$ cat src/rtl/hazard_unit.sv
// Pipeline hazard unit: single-cycle load-use stall, branch flush and registered EX operand selects.
// Build option: define HAZARD_PERF_EN to add the saturating stall_cnt output.
module hazard_unit (
    input  logic        clk,
    input  logic        rst,
    input  logic        id_valid,
    input  logic [4:0]  id_rs1,
    input  logic [4:0]  id_rs2,
    input  logic        id_use_rs1,
    input  logic        id_use_rs2,
    input  logic [4:0]  id_rd,
    input  logic        id_reg_wen,
    input  logic        id_is_load,
    input  logic        id_a_pc,
    input  logic        id_b_imm,
    input  logic        br_taken,
    output logic        A1_sel,
    output logic        A2_sel,
    output logic        B1_sel,
    output logic        B2_sel,
    output logic        stall,
    output logic        flush,
`ifdef HAZARD_PERF_EN
    output logic        ex_valid,
    output logic [31:0] stall_cnt
`else
    output logic        ex_valid
`endif
);

    localparam logic [0:0] RUN      = 1'b0;
    localparam logic [0:0] LU_STALL = 1'b1;

    logic [0:0] state_q, state_d;
    logic       a1_sel_q, a1_sel_d, a2_sel_q, a2_sel_d;
    logic       b1_sel_q, b1_sel_d, b2_sel_q, b2_sel_d;
    logic       ex_valid_q, ex_valid_d, ex_wen_q, ex_wen_d, ex_is_load_q, ex_is_load_d;
    logic [4:0] ex_rd_q, ex_rd_d;
    logic       wb_valid_q, wb_valid_d, wb_wen_q, wb_wen_d, wb_is_load_q, wb_is_load_d;
    logic [4:0] wb_rd_q, wb_rd_d;
    logic       hit1, hit2, load_use, bubble;

    // x0 never forwards, and an empty decode slot never matches.
    always_comb begin
        hit1     = id_valid & id_use_rs1 & ex_valid_q & ex_wen_q & (ex_rd_q != 5'd0) & (id_rs1 == ex_rd_q);
        hit2     = id_valid & id_use_rs2 & ex_valid_q & ex_wen_q & (ex_rd_q != 5'd0) & (id_rs2 == ex_rd_q);
        load_use = id_valid & ex_is_load_q & (hit1 | hit2);
        flush    = br_taken;
        stall    = load_use & ~br_taken & (state_q == RUN);
        bubble   = stall | flush;
        state_d  = (state_q == RUN && stall) ? LU_STALL : RUN;
    end

    // Forward selects are independent of the PC/immediate selects so the branch comparator keeps them.
    always_comb begin
        wb_valid_d   = ex_valid_q;
        wb_wen_d     = ex_wen_q;
        wb_is_load_d = ex_is_load_q;
        wb_rd_d      = ex_rd_q;
        a1_sel_d     = 1'b0;
        a2_sel_d     = 1'b0;
        b1_sel_d     = 1'b0;
        b2_sel_d     = 1'b0;
        ex_valid_d   = 1'b0;
        ex_wen_d     = id_reg_wen;
        ex_is_load_d = id_is_load;
        ex_rd_d      = id_rd;
        if (!bubble) begin
            a1_sel_d   = hit1;
            b1_sel_d   = hit2;
            a2_sel_d   = id_a_pc;
            b2_sel_d   = id_b_imm;
            ex_valid_d = id_valid;
        end
    end

    always_ff @(posedge clk) begin
        if (rst) begin
            state_q    <= RUN;
            a1_sel_q   <= 1'b0;
            a2_sel_q   <= 1'b0;
            b1_sel_q   <= 1'b0;
            b2_sel_q   <= 1'b0;
            ex_valid_q <= 1'b0;
            wb_valid_q <= 1'b0;
        end else begin
            state_q      <= state_d;
            a1_sel_q     <= a1_sel_d;
            a2_sel_q     <= a2_sel_d;
            b1_sel_q     <= b1_sel_d;
            b2_sel_q     <= b2_sel_d;
            ex_valid_q   <= ex_valid_d;
            ex_wen_q     <= ex_wen_d;
            ex_is_load_q <= ex_is_load_d;
            ex_rd_q      <= ex_rd_d;
            wb_valid_q   <= wb_valid_d;
            wb_wen_q     <= wb_wen_d;
            wb_is_load_q <= wb_is_load_d;
            wb_rd_q      <= wb_rd_d;
        end
    end

    assign A1_sel   = a1_sel_q;
    assign A2_sel   = a2_sel_q;
    assign B1_sel   = b1_sel_q;
    assign B2_sel   = b2_sel_q;
    assign ex_valid = ex_valid_q;

    // The WB entry is kept only for the write-first register file; it must always trail EX by one cycle.
    wb_tracks_ex: assert property (@(posedge clk)
        (!rst && !$past(rst)) |->
        ({wb_valid_q, wb_wen_q, wb_is_load_q, wb_rd_q} == $past({ex_valid_q, ex_wen_q, ex_is_load_q, ex_rd_q})));

`ifdef HAZARD_PERF_EN
    logic [31:0] stall_cnt_q, stall_cnt_d;

    always_comb begin
        stall_cnt_d = stall_cnt_q;
        if (bubble && stall_cnt_q != 32'hFFFF_FFFF) begin
            stall_cnt_d = stall_cnt_q + 32'd1;
        end
    end

    always_ff @(posedge clk) begin
        if (rst) begin
            stall_cnt_q <= 32'd0;
        end else begin
            stall_cnt_q <= stall_cnt_d;
        end
    end

    assign stall_cnt = stall_cnt_q;
`endif

endmodule
$ cat config.mk
export PLATFORM = sky130hd
export DESIGN_NAME = hazard_unit
export DESIGN_NICKNAME = d
export VERILOG_FILES = /design/src/rtl/hazard_unit.sv
export SDC_FILE = /design/constraint.sdc
export NUM_CORES = 1
export LEC_CHECK = 0
export CAP_MARGIN = 20
export CORE_MARGIN = 3
export CORE_UTILIZATION = 38
export CTS_CLUSTER_DIAMETER = 200
export DETAILED_ROUTE_END_ITERATION = 10
export HOLD_SLACK_MARGIN = 0.03
export PLACE_DENSITY = 0.87
export SYNTH_ARGS = -nofsm -noshare
export SYNTH_HDL_FRONTEND = slang
export SYNTH_SLANG_ARGS = --single-unit
$ cat constraint.sdc
create_clock -name clk -period 5.8 [get_ports clk]
set_input_delay 1.74 -clock clk [delete_from_list [all_inputs] [get_ports clk]]
set_output_delay 1.74 -clock clk [all_outputs]
set_load 0.005 [all_outputs]
==> results of run 1 <==
[per-layer routing]
metal	vias up	global-route usage [%]	wire [um]
li1	228	-	-
met1	213	17.7	515
met2	19	28.8	760
met3	0	5.28	119
met4	0	5.42	0
met5	-	0	0
[cell usage after synthesis, drive strengths merged]
cell / instances
inv: 1
buf: 1
edfxtp: 7
nand2: 4
o2111ai: 1
nor2: 5
and2: 3
nor4: 2
xor2: 8
or4: 1
o21a: 1
xnor2: 2
and3: 2
nand3b: 1
dfxtp: 6
nor4b: 1
[where the power goes]
| part | internal [W] | leakage (nW) | switching, W |
|---|---|---|---|
| logic | 0.0000214 | 0.212 | 0.00000896 |
| clock network | 0.0000266 | 0.0150 | 0.0000278 |
| registers | 0.000102 | 0.117 | 0.00000419 |
[cell families (layout without fill, tap and decap cells)]
logic type	Yosys count	after routing	synth area share [%]
AO/OA/AOI/OAI	2	2	4.27
buffers and inverters	2	36	2.02
XOR/XNOR	10	10	15.7
flip-flops	13	13	59.3
AND/OR/NAND/NOR	19	19	18.7
[final cells by class]
cell class | count | area [sq um] | area share [%]
multi-input combinational | 31 | 215 | 23.8
sequential | 13 | 330 | 36.5
tap | 15 | 18.8 | 2.07
clock buffer | 4 | 26.3 | 2.90
timing repair buffer | 31 | 310 | 34.3
inverter | 1 | 3.75 | 0.415
[per-stage QoR]
step / hold WS (ps) / setup slack [ps] / utilization, %
floorplan: 597 / 1610 / -
detailed placement: 645 / 538 / 65.9
finish: 659 / 555 / 67.8
global route: 697 / 446 / 67.8
CTS: 663 / 534 / 67.8
global placement: 625 / 598 / 65.9
[final timing paths]
kind | endpoint | slack (ps)
max | stall | 550
min | A1_sel$_SDFF_PP0_ | 660
max reg2reg | state_q$_SDFF_PP0_ | 4070
min reg2reg | A1_sel$_SDFF_PP0_ | 660
[worst max-delay path, cell delays in order]
cell             delay, ps
clkdlybuf4s50_1        440
xor2_1                 160
nor4_1                 250
and3_1                 210
o21a_2                 190
clkdlybuf4s50_1        510
[registers in the layout, indices dropped and copies added, names as in the netlist]
signal	cells
ex_rd_q	5
B1_sel	1
B2_sel	1
state_q	1
A1_sel	1
ex_is_load_q	1
ex_valid	1
A2_sel	1
ex_wen_q	1
==> impl_metrics.toml, run 1 <==
[worst_setup_path]
r2r_cells = 5
regToRegStartpoint = "ex_rd_q[1]$_DFFE_PN_"
cp.required_ps = 4060
end_kind = "output pin"
cp.arrival_ps = 3510
start_kind = "input port"
path_class = "in -> out"
crit_path_max_fanout = 5
cp-startpoint = "id_rs1[1]"

[synth]
syn_nets = 71
synthTopCellsByArea = "edfxtp_1 (38%), dfxtp_1 (22%), xor2_1 (13%), nor2_1 (3.4%), xnor2_1 (3.1%)"
ys_seq_area_share_pct = 59.3
yosysWarnings = 0
ys_types = 17
ys_seq_elements = 13
synth_area_sq_um = 557
synthCells = 46
synth_top_area_share_pct = 37.8
post-synth-top-area-cell = "edfxtp_1"
syn_avg_cell_area_sq_um = 12.1

[grt]
antenna_found_initial = 0
grt_max_degree = 9
grtUsageTotal_pct = 16.1
grt_pass1_wl_um = 2190
grt_pass1_vias = 468
grt_overflow_total = 0

[routing]
drtIter0Drc = 13
wirelength_um = 1400
avgViaCountPerCell = 4.84
route.vias.total = 460
drc_errors = 0
postRouteAntennaNets = 0
detail_route.wl_per_cell_um = 14.7
first_pass_iters = 3

[timing]
fmax_mhz = 191
hold_viol = 0
tightest_slew_ps = 281
final-setup-viol-count = 0
clock_skew_ps = 2.78
period_minus_slack_ps = 5250
rsz0062_at_grt = "no"
relSlewSlack_pct = 81.2
min_period_over_period_pct = 90.4
fin_tns_setup_ps = 0
slew_viol_final = 0

[clock_network]
path_clk_slew_ps = 80
worst_skew_pair.late_latency_ps = 260
cts_hold_buf = 0
clock_path_buffers = 2
post_cts_buffers = 0
tritoncts = "done"
cts_root_buf = "clkbuf_4"
htreeDepth = 1
cts_buffers = 3
cts_sinks = 13
cts-resized-gates = 0

[flow_run]
timing.max_cap.violations = 0

[layout]
final_common_cell = "clkdlybuf4s50_1"
layout_common_cells = "clkdlybuf4s50_1 (31), xor2_1 (8), edfxtp_1 (7)"
insertedDiodeCount = 0
stdcell_count = 95
fin_nets = 106
syn2layout_area_growth_pct = 62.5
finalInstanceArea_sq_um = 905
nFillCells = 110
drive_gt1_share_pct = 7.50

[die]
rows = 13
io_pins = 32
die_width_um = 44.3
start_util_pct = 41.7
die_h_um = 44.3
core-area_sq_um = 1330
die_area_sq_um = 1960

[power]
p_leak_nw = 0.344
vdd_ir_drop_max_mv = 0.152
p_total_w = 0.000191
p_per_area_nw_per_um2 = 211

[placed_design]
gp_congestion = 0.768
dp.cells = 91
port_buffers = 31
place_area_sq_um = 878

[run_status]
outcome = "complete, no violations"

[worst_hold_path]
min_from = "ex_valid$_SDFF_PP0_"
hp-class = "reg -> reg"
holdPathStages = 3
Note: power is estimated with default switching activity, not from simulation.
==> inputs of run 2 (changes only) <==
--- a/config.mk
+++ b/config.mk
@@ -12,6 +12,7 @@
 export DETAILED_ROUTE_END_ITERATION = 10
 export HOLD_SLACK_MARGIN = 0.03
 export PLACE_DENSITY = 0.87
+export SETUP_SLACK_MARGIN = 0.4
 export SYNTH_ARGS = -nofsm -noshare
 export SYNTH_HDL_FRONTEND = slang
 export SYNTH_SLANG_ARGS = --single-unit
==> results of run 2 <==
The final DEF is identical to that of run 1; final timing and power are the same.
==> inputs of run 3 (changes only) <==
--- a/config.mk
+++ b/config.mk
@@ -5,7 +5,7 @@
 export SDC_FILE = /design/constraint.sdc
 export NUM_CORES = 1
 export LEC_CHECK = 0
-export CAP_MARGIN = 20
+export ABC_CLOCK_PERIOD_IN_PS = 5800
 export CORE_MARGIN = 3
 export CORE_UTILIZATION = 38
 export CTS_CLUSTER_DIAMETER = 200
==> results of run 3 <==
The final DEF is identical to that of run 1; final timing and power are the same.
